==> config.mk <==
export PLATFORM = sky130hd
export DESIGN_NAME = lsz_sched_flat
export DESIGN_NICKNAME = d
export VERILOG_FILES = /design/src/rtl/lsz_sched_if.sv /design/src/rtl/lsz_sched.sv /design/src/flat_wrapper.sv
export SDC_FILE = /design/constraint.sdc
export NUM_CORES = 1
export LEC_CHECK = 0
export ABC_CLOCK_PERIOD_IN_PS = 2150
export BUFFER_PORTS_ARGS = -buffer_cell sky130_fd_sc_hd__buf_4
export CORE_MARGIN = 1.5
export CORE_UTILIZATION = 50
export DETAILED_ROUTE_END_ITERATION = 6
export PLACE_DENSITY = 0.76
export RECOVER_POWER = 100
export SLEW_MARGIN = 20
export SYNTH_ARGS = -nofsm -noshare
export SYNTH_HDL_FRONTEND = slang
export SYNTH_SLANG_ARGS = --single-unit
==> constraint.sdc <==
create_clock -name iClk -period 2.15 [get_ports iClk]
set_input_delay 0.43 -clock iClk [delete_from_list [all_inputs] [get_ports iClk]]
set_output_delay 0.43 -clock iClk [all_outputs]
set_load 0.05 [all_outputs]
==> src/rtl/lsz_sched_if.sv <==
// Handshake bundle between the slot scheduler and its controller.
// The controller drives run control and the request mask; the scheduler drives the grants.
interface lsz_sched_if #(
    parameter int BITWIDTH    = 4,
    parameter int LOGBITWIDTH = $clog2(BITWIDTH),
    parameter int LENW        = 16
);
    logic                   iStart;
    logic [LENW-1:0]        iLen;
    logic                   iStall;
    logic [BITWIDTH-1:0]    iReq;
    logic [BITWIDTH-1:0]    oSel;
    logic [LOGBITWIDTH-1:0] oSelIdx;
    logic                   oValid;
    logic [BITWIDTH-1:0]    oGrey;
    logic                   oBusy;
    logic                   oDone;

    modport master (
        output iStart, iLen, iStall, iReq,
        input  oSel, oSelIdx, oValid, oGrey, oBusy, oDone
    );

    modport slave (
        input  iStart, iLen, iStall, iReq,
        output oSel, oSelIdx, oValid, oGrey, oBusy, oDone
    );
endinterface

==> src/rtl/lsz_sched.sv <==
// Least-significant-zero slot scheduler for the unary scaled-add adder.
// Lane i is granted 2^(BITWIDTH-1-i) times per 2^BITWIDTH steps, plus one idle slot.
module lsz_sched #(
    parameter int BITWIDTH    = 4,
    parameter int LOGBITWIDTH = $clog2(BITWIDTH),
    parameter int LENW        = 16
) (
    input logic          iClk,
    input logic          iRst,
    lsz_sched_if.slave   bus
);
    typedef enum logic [1:0] {
        IDLE = 2'd0,
        RUN  = 2'd1,
        DONE = 2'd2
    } state_t;

    state_t                 state, state_n;
    logic [BITWIDTH-1:0]    cnt, cnt_n;
    logic [LENW-1:0]        rem, rem_n;
    logic [BITWIDTH-1:0]    sel, sel_n;
    logic [LOGBITWIDTH-1:0] idx, idx_n;
    logic                   valid, valid_n;
    logic [BITWIDTH-1:0]    grey, grey_n;
    logic                   found;
    logic [LOGBITWIDTH-1:0] z;

    // Scan from the top so the lowest zero bit wins.
    always_comb begin
        found = 1'b0;
        z     = '0;
        for (int i = BITWIDTH - 1; i >= 0; i--) begin
            if (!cnt[i]) begin
                found = 1'b1;
                z     = LOGBITWIDTH'(i);
            end
        end
    end

    always_ff @(posedge iClk or posedge iRst) begin
        if (iRst) begin
            state <= IDLE;
            cnt   <= '0;
            rem   <= '0;
            sel   <= '0;
            idx   <= '0;
            valid <= 1'b0;
            grey  <= '0;
        end else begin
            state <= state_n;
            cnt   <= cnt_n;
            rem   <= rem_n;
            sel   <= sel_n;
            idx   <= idx_n;
            valid <= valid_n;
            grey  <= grey_n;
        end
    end

    always_comb begin
        state_n = state;
        cnt_n   = cnt;
        rem_n   = rem;
        sel_n   = sel;
        idx_n   = idx;
        valid_n = valid;
        grey_n  = grey;
        unique case (state)
            IDLE: begin
                valid_n = 1'b0;
                if (bus.iStart) begin
                    if (bus.iLen != '0) begin
                        cnt_n   = '0;
                        rem_n   = bus.iLen;
                        state_n = RUN;
                    end else begin
                        state_n = DONE;
                    end
                end
            end
            RUN: begin
                if (bus.iStall) begin
                    valid_n = 1'b0;
                end else begin
                    // The all-ones step is the idle slot of each period.
                    if (found) begin
                        sel_n   = BITWIDTH'(1) << z;
                        idx_n   = z;
                        valid_n = bus.iReq[z];
                    end else begin
                        sel_n   = '0;
                        idx_n   = '0;
                        valid_n = 1'b0;
                    end
                    grey_n = cnt ^ (cnt >> 1);
                    cnt_n  = cnt + BITWIDTH'(1);
                    rem_n  = rem - LENW'(1);
                    if (rem == LENW'(1)) begin
                        state_n = DONE;
                    end
                end
            end
            DONE: begin
                valid_n = 1'b0;
                sel_n   = '0;
                state_n = IDLE;
            end
            default: begin
                state_n = IDLE;
            end
        endcase
    end

    assign bus.oSel    = sel;
    assign bus.oSelIdx = idx;
    assign bus.oValid  = valid;
    assign bus.oGrey   = grey;
    assign bus.oBusy   = (state == RUN);
    assign bus.oDone   = (state == DONE);
endmodule

==> src/flat_wrapper.sv <==
// flat-port wrapper written by rule: the top's interface ports become plain ports
module lsz_sched_flat 
#(
    parameter int BITWIDTH    = 4,
    parameter int LOGBITWIDTH = $clog2(BITWIDTH),
    parameter int LENW        = 16
)
  (iClk, iRst, bus_iStart, bus_iLen, bus_iStall, bus_iReq, bus_oSel, bus_oSelIdx, bus_oValid, bus_oGrey, bus_oBusy, bus_oDone);
  lsz_sched_if #(.BITWIDTH(BITWIDTH), .LOGBITWIDTH(LOGBITWIDTH), .LENW(LENW)) bus_i ();
  input logic iClk;
  input logic iRst;
  input wire logic [$bits(bus_i.iStart)-1:0] bus_iStart;
  input wire logic [$bits(bus_i.iLen)-1:0] bus_iLen;
  input wire logic [$bits(bus_i.iStall)-1:0] bus_iStall;
  input wire logic [$bits(bus_i.iReq)-1:0] bus_iReq;
  output wire logic [$bits(bus_i.oSel)-1:0] bus_oSel;
  output wire logic [$bits(bus_i.oSelIdx)-1:0] bus_oSelIdx;
  output wire logic [$bits(bus_i.oValid)-1:0] bus_oValid;
  output wire logic [$bits(bus_i.oGrey)-1:0] bus_oGrey;
  output wire logic [$bits(bus_i.oBusy)-1:0] bus_oBusy;
  output wire logic [$bits(bus_i.oDone)-1:0] bus_oDone;
  assign bus_i.iStart = bus_iStart;
  assign bus_i.iLen = bus_iLen;
  assign bus_i.iStall = bus_iStall;
  assign bus_i.iReq = bus_iReq;
  assign bus_oSel = bus_i.oSel;
  assign bus_oSelIdx = bus_i.oSelIdx;
  assign bus_oValid = bus_i.oValid;
  assign bus_oGrey = bus_i.oGrey;
  assign bus_oBusy = bus_i.oBusy;
  assign bus_oDone = bus_i.oDone;
  lsz_sched #(.BITWIDTH(BITWIDTH), .LOGBITWIDTH(LOGBITWIDTH), .LENW(LENW)) u_core (.iClk(iClk), .iRst(iRst), .bus(bus_i));
endmodule
After elaboration in Yosys (flattened, before gate mapping):

Index checks and enable logic that the tools add are counted.

* latch bits: 0
* memory bits (read-only): 0
* word-level logic and storage cells: 60
* memories: 0
* bits in registers: 33
* input bits: 24
* RAM bits: 0

* multiply operators: 0
* add/sub/neg operators: 2
* bitwise gates (word level): 2
* equality and inequality tests: 7
* mux-type cells: 30
* shift operators: 1
* reduce and logical (&&, ||, !) cells: 10
* magnitude comparators: 1
* div/mod/pow operators: 0

Operators by type and width (number)
* $mux 16: 3
* $pmux 16 s2: 1
* $mux 4: 5
* $mux 2: 9
* $eq 16x1->1 const B: 1
* $pmux 4 s2: 2
* $reduce_bool 16->1: 1
* $sub 16x1->16 const B: 1
* $mux 1: 7
* $reduce_bool 2->1: 3
* $add 4x1->4 const B: 1
* $ne 2x1->1 const B: 2
* $ne 2x2->1 const B: 2
* $pmux 2 s2: 1
* $reduce_and 2->1: 2
* $reduce_and 4->1: 1
* $shl 1x2->4 const A: 1
* $xor 4x3->4: 1
* $lt 2x3->1 const B: 1
* $reduce_and 3->1: 1
* $bmux 1 s2: 1
* $eq 2x1->1 const B: 1
* $eq 2x2->1 const B: 1
* $logic_not 2->1: 1
* other kinds (3): 3

Logic depth before layout (Yosys ltp):

Gate-level depths: netlist of run 1.

* word-level depth: 9
* depth in mapped cells: 9
* gate-level depth less buffers: 6

Least setup slack after synthesis of run 1:

Ideal clock, no wire load.

* path kind: reg2reg
* start point: register u_core.rem[2]
* end point: register u_core.rem[13]
* slack: -0.067 ns
* clock period less this slack: 2.217 ns
* cell stages (with the launch flop): 6
* arrival: 2.130 ns
* required time: 2.064 ns
* cell sequence: dfrtp_1 -> or4_1 -> buf_2 -> or4b_4 -> or4_1 -> a32oi_1

* longest elaborated chain between the ends: 3

RTL lines
* start, declared: line lsz_sched.sv:20 `logic [LENW-1:0] rem, rem_n;`
* start signal, assigned: line lsz_sched.sv:52 `rem <= rem_n;`
* $sub 16x1->16: line lsz_sched.sv:97 `rem_n = rem - LENW'(1);`
* $mux 16: line lsz_sched.sv:82 `if (bus.iStall) begin`
* $pmux 16 s2: line lsz_sched.sv:68 `unique case (state)`

No other way between the ends. The select of a mux whose other input is x is not followed.
A chain may end at the register's enable or synchronous reset.

Final worst setup path of run 1:

* start point: register u_core.rem[3]
* end point: register u_core.rem[13]

Same word-level chain as after synthesis.

==> impl_metrics.toml, run 1 <==
[finish]
instances_no_fill = 327
area_growth_pct = 28.2
layout-drive-gt1-share_pct = 25.8
finish.utilization_pct = 68.4
fill_cells = 334
stdcell_area_sq_um = 2560
seq_area_sq_um = 826
insertedDiodeCount = 0
final_nets = 309
multi_input_area_sq_um = 1110

[power_and_ir_drop]
p_leak_nw = 1.13
p_clk_share_pct = 14.7
swShare_pct = 45.0
combPwrFrac_pct = 49.0
power_frac_seq_pct = 36.3
peakVddDrop_v = 0.000707
power_switching_mw = 1.39
cell_internal_pwr_mw = 1.70
p_per_area_nw_per_um2 = 1210

[sta]
fin_crit_ns = 2.15
fin_ws_ns = 0.00471
clock.fmax_mhz = 466
hold_slack_ns = 0.387
period_share_pct = 99.8
maxSlewViolCount = 0
tightest_slew_ns = 0.962
setup_viol = 0
rsz0062_at_grt = "yes"
finClkSkew_ns = 0.00184
relSlewSlack_pct = 35.9
hold_viol_final = 0

[setup_path]
max_stage_delay_ns = 0.54
crit_family = "simple AND/OR/NAND/NOR gates"
crit_path_top_delay_cell = "or4_4"
path_cells = "or4_4 > or4b_4 > or4_1 > a32oi_1"
critPathBufInv = 0
cp-end-kind = "flop"
critPathKind = "flop to flop"
cp-start-kind = "flop"
rr_worst_depth = 4
r2r_end = "u_core.rem[13]$_DFFE_PP0P_"
reg2reg_slack_ns = 0.005
critPathRequiredTime_ns = 2.35
critPathMaxFanout = 2
rr_startpoint = "u_core.rem[3]$_DFFE_PP0P_"
crit_arrival_ns = 2.35

[clock_network]
cts-buffers-inserted = 5
clk_pin_slew_ns = 0.07
cts.path.max_buffers = 2
cts_tree = "done"
h-tree-depth = 2
cts_root_buf = "clkbuf_8"
cts_sinks = 33
hold_buffers = 0
insertion_delay_ns = 0.29

[place]
dp_slack_ns = -0.0221
dp_hpwl_um = 4170
gp_congestion = 0.878
io_buffers = 36
place_area_sq_um = 2490
placed_cells = 319

[routing]
detail_route.first_pass.iterations = 5
avgRoutedWirePerCell_um = 17.4
final_antenna_net_count = 0
drt_iter0_markers = 287
drc = 0
routed_wirelength_um = 5680
vias_per_cell = 6.26
routed-via-count = 2046

[synth]
ys_warn_count = 0
yosys_most_used_dff = "dfrtp_1"
synth_cell_types = 51
ys_ff_latch = 33
async_flop_share_pct = 100
syn-instance-count = 220
ys_top_cells_by_area = "dfrtp_1, ha_1, nor4_1, nor2_1, nand2_1"
synth-edff-count = 0
ys_seq_area_share_pct = 41.4
synth_largest_area_cell = "dfrtp_1"
syn_area_per_cell_sq_um = 9.08
synth.cell_area_sq_um = 2000
synth_top_area_share_pct = 41.4
mappedNetlistNets = 251

[floorplan]
die_y_um = 66.2
dieArea_sq_um = 4380
initial_core_util_pct = 53.3
rows = 22
io_pins = 37
design.core.area_sq_um = 3740
die-width_um = 66.2

[flow_run]
max_cap_viol_count = 0

[grt]
grt_pass1_wl_um = 9210
antenna_found_initial = 0
grt_max_degree = 34
grtUsageTotal_pct = 27.9
grt_pass1_vias = 1894
overflow = 0

[hold_path]
hold_path.class = "input port to asynchronous set/reset pin"

[outcome]
outcome = "finished, final reports clean"
## metal layers
| metal | vias to the layer above | global-route usage (%) | share of wire (%) |
|---|---|---|---|
| li1 | 960 | - | - |
| met3 | 9 | 5.62 | 8.0 |
| met5 | - | 0 | 0 |
| met1 | 974 | 39.5 | 45 |
| met2 | 103 | 42.5 | 46 |
| met4 | 0 | 9.95 | 1.3 |
## worst max-delay path by stage
stage	startpoint	endpoint	slack [ns]	cells after the start
after floorplan	u_core.rem[2]$_DFFE_PP0P_	u_core.rem[13]$_DFFE_PP0P_	-0.07	5
after global placement	u_core.rem[1]$_DFFE_PP0P_	u_core.rem[13]$_DFFE_PP0P_	0.02	4
after detailed placement	u_core.rem[1]$_DFFE_PP0P_	u_core.rem[13]$_DFFE_PP0P_	-0.02	4
after CTS	u_core.rem[1]$_DFFE_PP0P_	u_core.rem[13]$_DFFE_PP0P_	0.01	4
after global routing	u_core.rem[3]$_DFFE_PP0P_	u_core.rem[13]$_DFFE_PP0P_	-0.07	4
final	u_core.rem[3]$_DFFE_PP0P_	u_core.rem[13]$_DFFE_PP0P_	0.005	4
## per-stage QoR
step	setup TNS (ns)	power, mW
after floorplan	-0.0668	2.08
after global routing	-0.134	3.28
after global placement	0	2.60
after detailed placement	-0.0221	2.65
after CTS	0	3.12
final	0	3.09
## registers in the layout, indices dropped and copies added (netlist names)
signal,count
u_core.cnt,4
u_core.bus.oGrey,4
u_core.bus.oSel,4
u_core.bus.oValid,1
u_core.state,2
u_core.rem,16
u_core.bus.oSelIdx,2
## power groups by stage
stage               combinational [mW]  clock (mW)  sequential [mW]
global route                      1.64       0.487             1.15
global placement                  1.50           0             1.10
finish                            1.51       0.453             1.12
floorplan                        0.739           0             1.34
CTS                               1.55       0.464             1.11
detailed placement                1.53           0             1.11
## layout by cell type (no fill, tap or decap), types with 2 or more instances in the layout
master | synthesis | layout
a22o_1 | 5 | 5
buf_4 | 0 | 50
ha_1 | 7 | 7
or4_4 | 0 | 2
o21ai_0 | 11 | 12
a2bb2oi_1 | 2 | 2
a32o_1 | 3 | 3
a32oi_1 | 2 | 2
o211ai_1 | 2 | 2
a22oi_1 | 2 | 2
or2_2 | 3 | 3
or4_1 | 5 | 3
nand2_1 | 18 | 18
nand3b_1 | 2 | 2
clkinv_2 | 0 | 2
nor4_2 | 0 | 3
o221ai_1 | 4 | 4
clkbuf_1 | 12 | 13
a31oi_1 | 4 | 4
inv_1 | 12 | 12
nor4_1 | 13 | 10
nand4_1 | 2 | 2
and2_1 | 2 | 2
dfrtp_1 | 33 | 33
nand2b_1 | 5 | 5
clkbuf_8 | 0 | 5
a21oi_1 | 7 | 7
mux2i_1 | 4 | 4
o22ai_1 | 3 | 3
o31ai_1 | 3 | 2
nor3_1 | 2 | 2
nor2_1 | 19 | 19
nand3_1 | 4 | 4
o32a_1 | 2 | 2
o2bb2ai_1 | 6 | 6
## cell families after synthesis
| family | Yosys count | share of synthesized area (%) |
|---|---|---|
| AOI/OAI and AO/OA | 68 | 25.1 |
| adders and majority gates | 7 | 4.39 |
| buffers and inverters | 25 | 4.76 |
| muxes | 4 | 2.01 |
| and+or+nand+nor | 83 | 22.4 |
| DFF | 33 | 41.4 |
## layout make-up
| cell class | count | area share [%] |
|---|---|---|
| timing repair buffer | 64 | 16.9 |
| tap | 48 | 2.35 |
| multi-input combinational | 162 | 43.5 |
| sequential | 33 | 32.3 |
| inverter | 12 | 1.76 |
| clock buffer | 6 | 2.83 |
| clock inverter | 2 | 0.391 |
## cells in the mapped netlist, types with 2 or more instances
master     count
nor4_1        13
or2_2          3
nand3_1        4
o221ai_1       4
a32o_1         3
nor2_1        19
a21oi_1        7
o31ai_1        3
nand2b_1       5
clkbuf_1      12
nand3b_1       2
a2bb2oi_1      2
ha_1           7
nand2_1       18
a22oi_1        2
a31oi_1        4
nand4_1        2
and2_1         2
o22ai_1        3
a22o_1         5
or4_1          5
mux2i_1        4
a32oi_1        2
o32a_1         2
o2bb2ai_1      6
o211ai_1       2
dfrtp_1       33
nor3_1         2
o21ai_0       11
inv_1         12
## worst register-to-register path: cells and delay by family, from the launching register on
kind	cells	cell delay (ns)
flip-flops	1	0.38
AO/OA/AOI/OAI	1	0.21
AND/OR/NAND/NOR	3	1.48
## timing repair
item                                    4_1_cts  5_1_grt
pin swaps                                     1        2
buffers inserted                              0        0
resized for setup                             2        5
endpoints found under the setup margin        2        7
Note: power is estimated with default switching activity, not from simulation.
==> inputs of run 2 (changes only) <==
--- a/config.mk
+++ b/config.mk
@@ -5,14 +5,14 @@
 export SDC_FILE = /design/constraint.sdc
 export NUM_CORES = 1
 export LEC_CHECK = 0
+export ABC_AREA = 1
 export ABC_CLOCK_PERIOD_IN_PS = 2150
 export BUFFER_PORTS_ARGS = -buffer_cell sky130_fd_sc_hd__buf_4
 export CORE_MARGIN = 1.5
 export CORE_UTILIZATION = 50
 export DETAILED_ROUTE_END_ITERATION = 6
-export PLACE_DENSITY = 0.76
+export PLACE_DENSITY = 0.75
 export RECOVER_POWER = 100
-export SLEW_MARGIN = 20
 export SYNTH_ARGS = -nofsm -noshare
 export SYNTH_HDL_FRONTEND = slang
 export SYNTH_SLANG_ARGS = --single-unit
==> impl_metrics.toml, run 2 <==
[outcome]
outcome = "finished, final reports clean"

[synth]
ys_warn_count = 0
syn_area_per_cell_sq_um = 6.62
yosys_most_used_dff = "dfrtp_1"
post-synth-top-count-cell = "nand2_1"
ys_seq_area_share_pct = 39.5
synth.cell_area_sq_um = 2090
synth_cell_types = 24
synth_common_cells = "nand2_1, nor2_1, dfrtp_1"
async_flop_share_pct = 100
ys_ff_latch = 33
mappedNetlistNets = 347
ys_top_cells_by_area = "dfrtp_1, nand2_1, nor2_1, nand3_1, inv_1"
synth-edff-count = 0
syn-instance-count = 316
synth_largest_area_cell = "dfrtp_1"
synth_top_area_share_pct = 39.5

[setup_path]
critPathKind = "flop to output port"
critPathRequiredTime_ns = 1.72
cp-start-kind = "flop"
cp-end-kind = "output port"
critPathMaxFanout = 16
crit_arrival_ns = 1.46

[sta]
tightest_slew_ns = 0.811
clock.fmax_mhz = 529
maxSlewViolCount = 0
rsz0062_at_grt = "no"
fin_ws_ns = 0.260
fin_crit_ns = 1.89
hold_viol_final = 0
finClkSkew_ns = 0.00598
relSlewSlack_pct = 46.0
setup_viol = 0
fin_tns_setup_ns = 0
period_share_pct = 87.9
hold_slack_ns = 0.375

[finish]
top_register = "u_core.rem"
layout-drive-gt1-share_pct = 10.4
instances_no_fill = 407
multi_input_area_sq_um = 1100
fill_cells = 403
insertedDiodeCount = 0
largest_reg_flops = 16
seq_area_sq_um = 826
layout_commonest_cell = "nand2_1"
final_cell_mix = "nand2_1, nor2_1, dfrtp_1"
area_growth_pct = 18.1
final_nets = 387

[power_and_ir_drop]
peakVddDrop_v = 0.000594
combPwrFrac_pct = 50.9
cell_internal_pwr_mw = 1.78
p_per_area_nw_per_um2 = 1420
swShare_pct = 49.3
power_frac_seq_pct = 31.7
p_leak_nw = 1.27
p_clk_share_pct = 17.4
power_switching_mw = 1.73

[clock_network]
h-tree-depth = 2
clk_pin_slew_ns = 0.07
cts_tree = "done"
cts.path.max_buffers = 2
cts_root_buf = "clkbuf_8"
cts_sinks = 33
cts-buffers-inserted = 5
cts_setup_buffers = 0
insertion_delay_ns = 0.29
cts_resized = 0
hold_buffers = 0

[routing]
avgRoutedWirePerCell_um = 11.3
drc = 0
vias_per_cell = 4.95
detail_route.first_pass.iterations = 4
routed-via-count = 2014
routed_wirelength_um = 4620
drt_iter0_markers = 93
final_antenna_net_count = 0

[floorplan]
io_pins = 37
rows = 23
die-width_um = 67.7
die_y_um = 67.7
dieArea_sq_um = 4580
initial_core_util_pct = 52.3
design.core.area_sq_um = 4000

[grt]
grt_max_degree = 34
grt_pass1_vias = 1825
overflow = 0
antenna_found_initial = 0
grt_pass1_wl_um = 7780
grtUsageTotal_pct = 22.6

[place]
dp_hpwl_um = 3470
gp_congestion = 0.935
placed_cells = 399
dp_slack_ns = 0.405
io_buffers = 36

[flow_run]
max_cap_viol_count = 0

[hold_path]
hold_path.class = "input port to asynchronous set/reset pin"
==> run 2: cell types whose count changed after synthesis, moves of 6 or more <==
cell / previous run / this run
clkbuf_1: 12 / 2
inv_1: 12 / 30
nand2_1: 18 / 113
nand3_1: 4 / 27
nor2_1: 19 / 53
nor4_1: 13 / 0
o21ai_1: 1 / 8
o2bb2ai_1: 6 / 0
==> run 2: layer usage <==
layer  global-route usage (%)  wire length, um
met3                     3.50              191
met4                     9.69               79
met1                     29.4             2200
met5                        0                0
met2                     37.3             2150
==> run 2: final cells by class <==
class	count	share of cell area (%)
clock inverters	2	1.52
well taps	50	2.53
multi-input cells	245	44.6
inverters	31	4.71
clock buffers	6	3.34
flip-flops and latches	33	33.4
repair buffers	40	9.87
==> run 2: critical path: stages (launching register included) <==
cell and delay, ns:
dfrtp_1 0.42, inv_1 0.11, nand2_2 0.20, inv_1 0.16, clkbuf_2 0.29
==> run 2: cells by family after synthesis <==
family | synth area share [%]
and+or+nand+nor | 39.7
buffers and inverters | 7.41
xor gates and xnor gates | 0.837
adders and majority gates | 4.18
DFF | 39.4
AOI/OAI and AO/OA | 8.37
==> run 2: power groups by stage <==
| stage | Sequential, mW | Clock, mW | Combinational [mW] |
|---|---|---|---|
| global placement | 1.11 | 0 | 1.87 |
| CTS | 1.11 | 0.623 | 1.91 |
| floorplan | 1.27 | 0 | 1.27 |
| detailed placement | 1.12 | 0 | 1.90 |
| global route | 1.15 | 0.640 | 2.05 |
| finish | 1.11 | 0.611 | 1.79 |
==> run 2: final timing paths <==
kind	slack [ns]	cells after the start	endpoint	from
worst max-delay path	0.26	4	bus_oBusy	u_core.state[1]$_DFFE_PP0P_
worst max register to register	0.30	9	u_core.rem[10]$_DFFE_PP0P_	u_core.state[1]$_DFFE_PP0P_
min in group iClk	0.44	5	u_core.rem[7]$_DFFE_PP0P_	bus_iLen[7]
worst min-delay path	0.37	3	u_core.bus.oSel[3]$_DFFE_PP0P_	iRst
worst min register to register	0.48	2	u_core.bus.oGrey[1]$_DFFE_PP0P_	u_core.bus.oGrey[1]$_DFFE_PP0P_
max in group asynchronous	1.27	3	u_core.rem[8]$_DFFE_PP0P_	iRst
==> run 2: per-stage QoR <==
step,util [%],power [mW],cell area [sq um]
CTS,63.4,3.64,2540
floorplan,-,2.54,2090
global placement,60.4,2.98,2420
global route,61.8,3.84,2470
detailed placement,60.4,3.02,2420
finish,61.8,3.51,2470
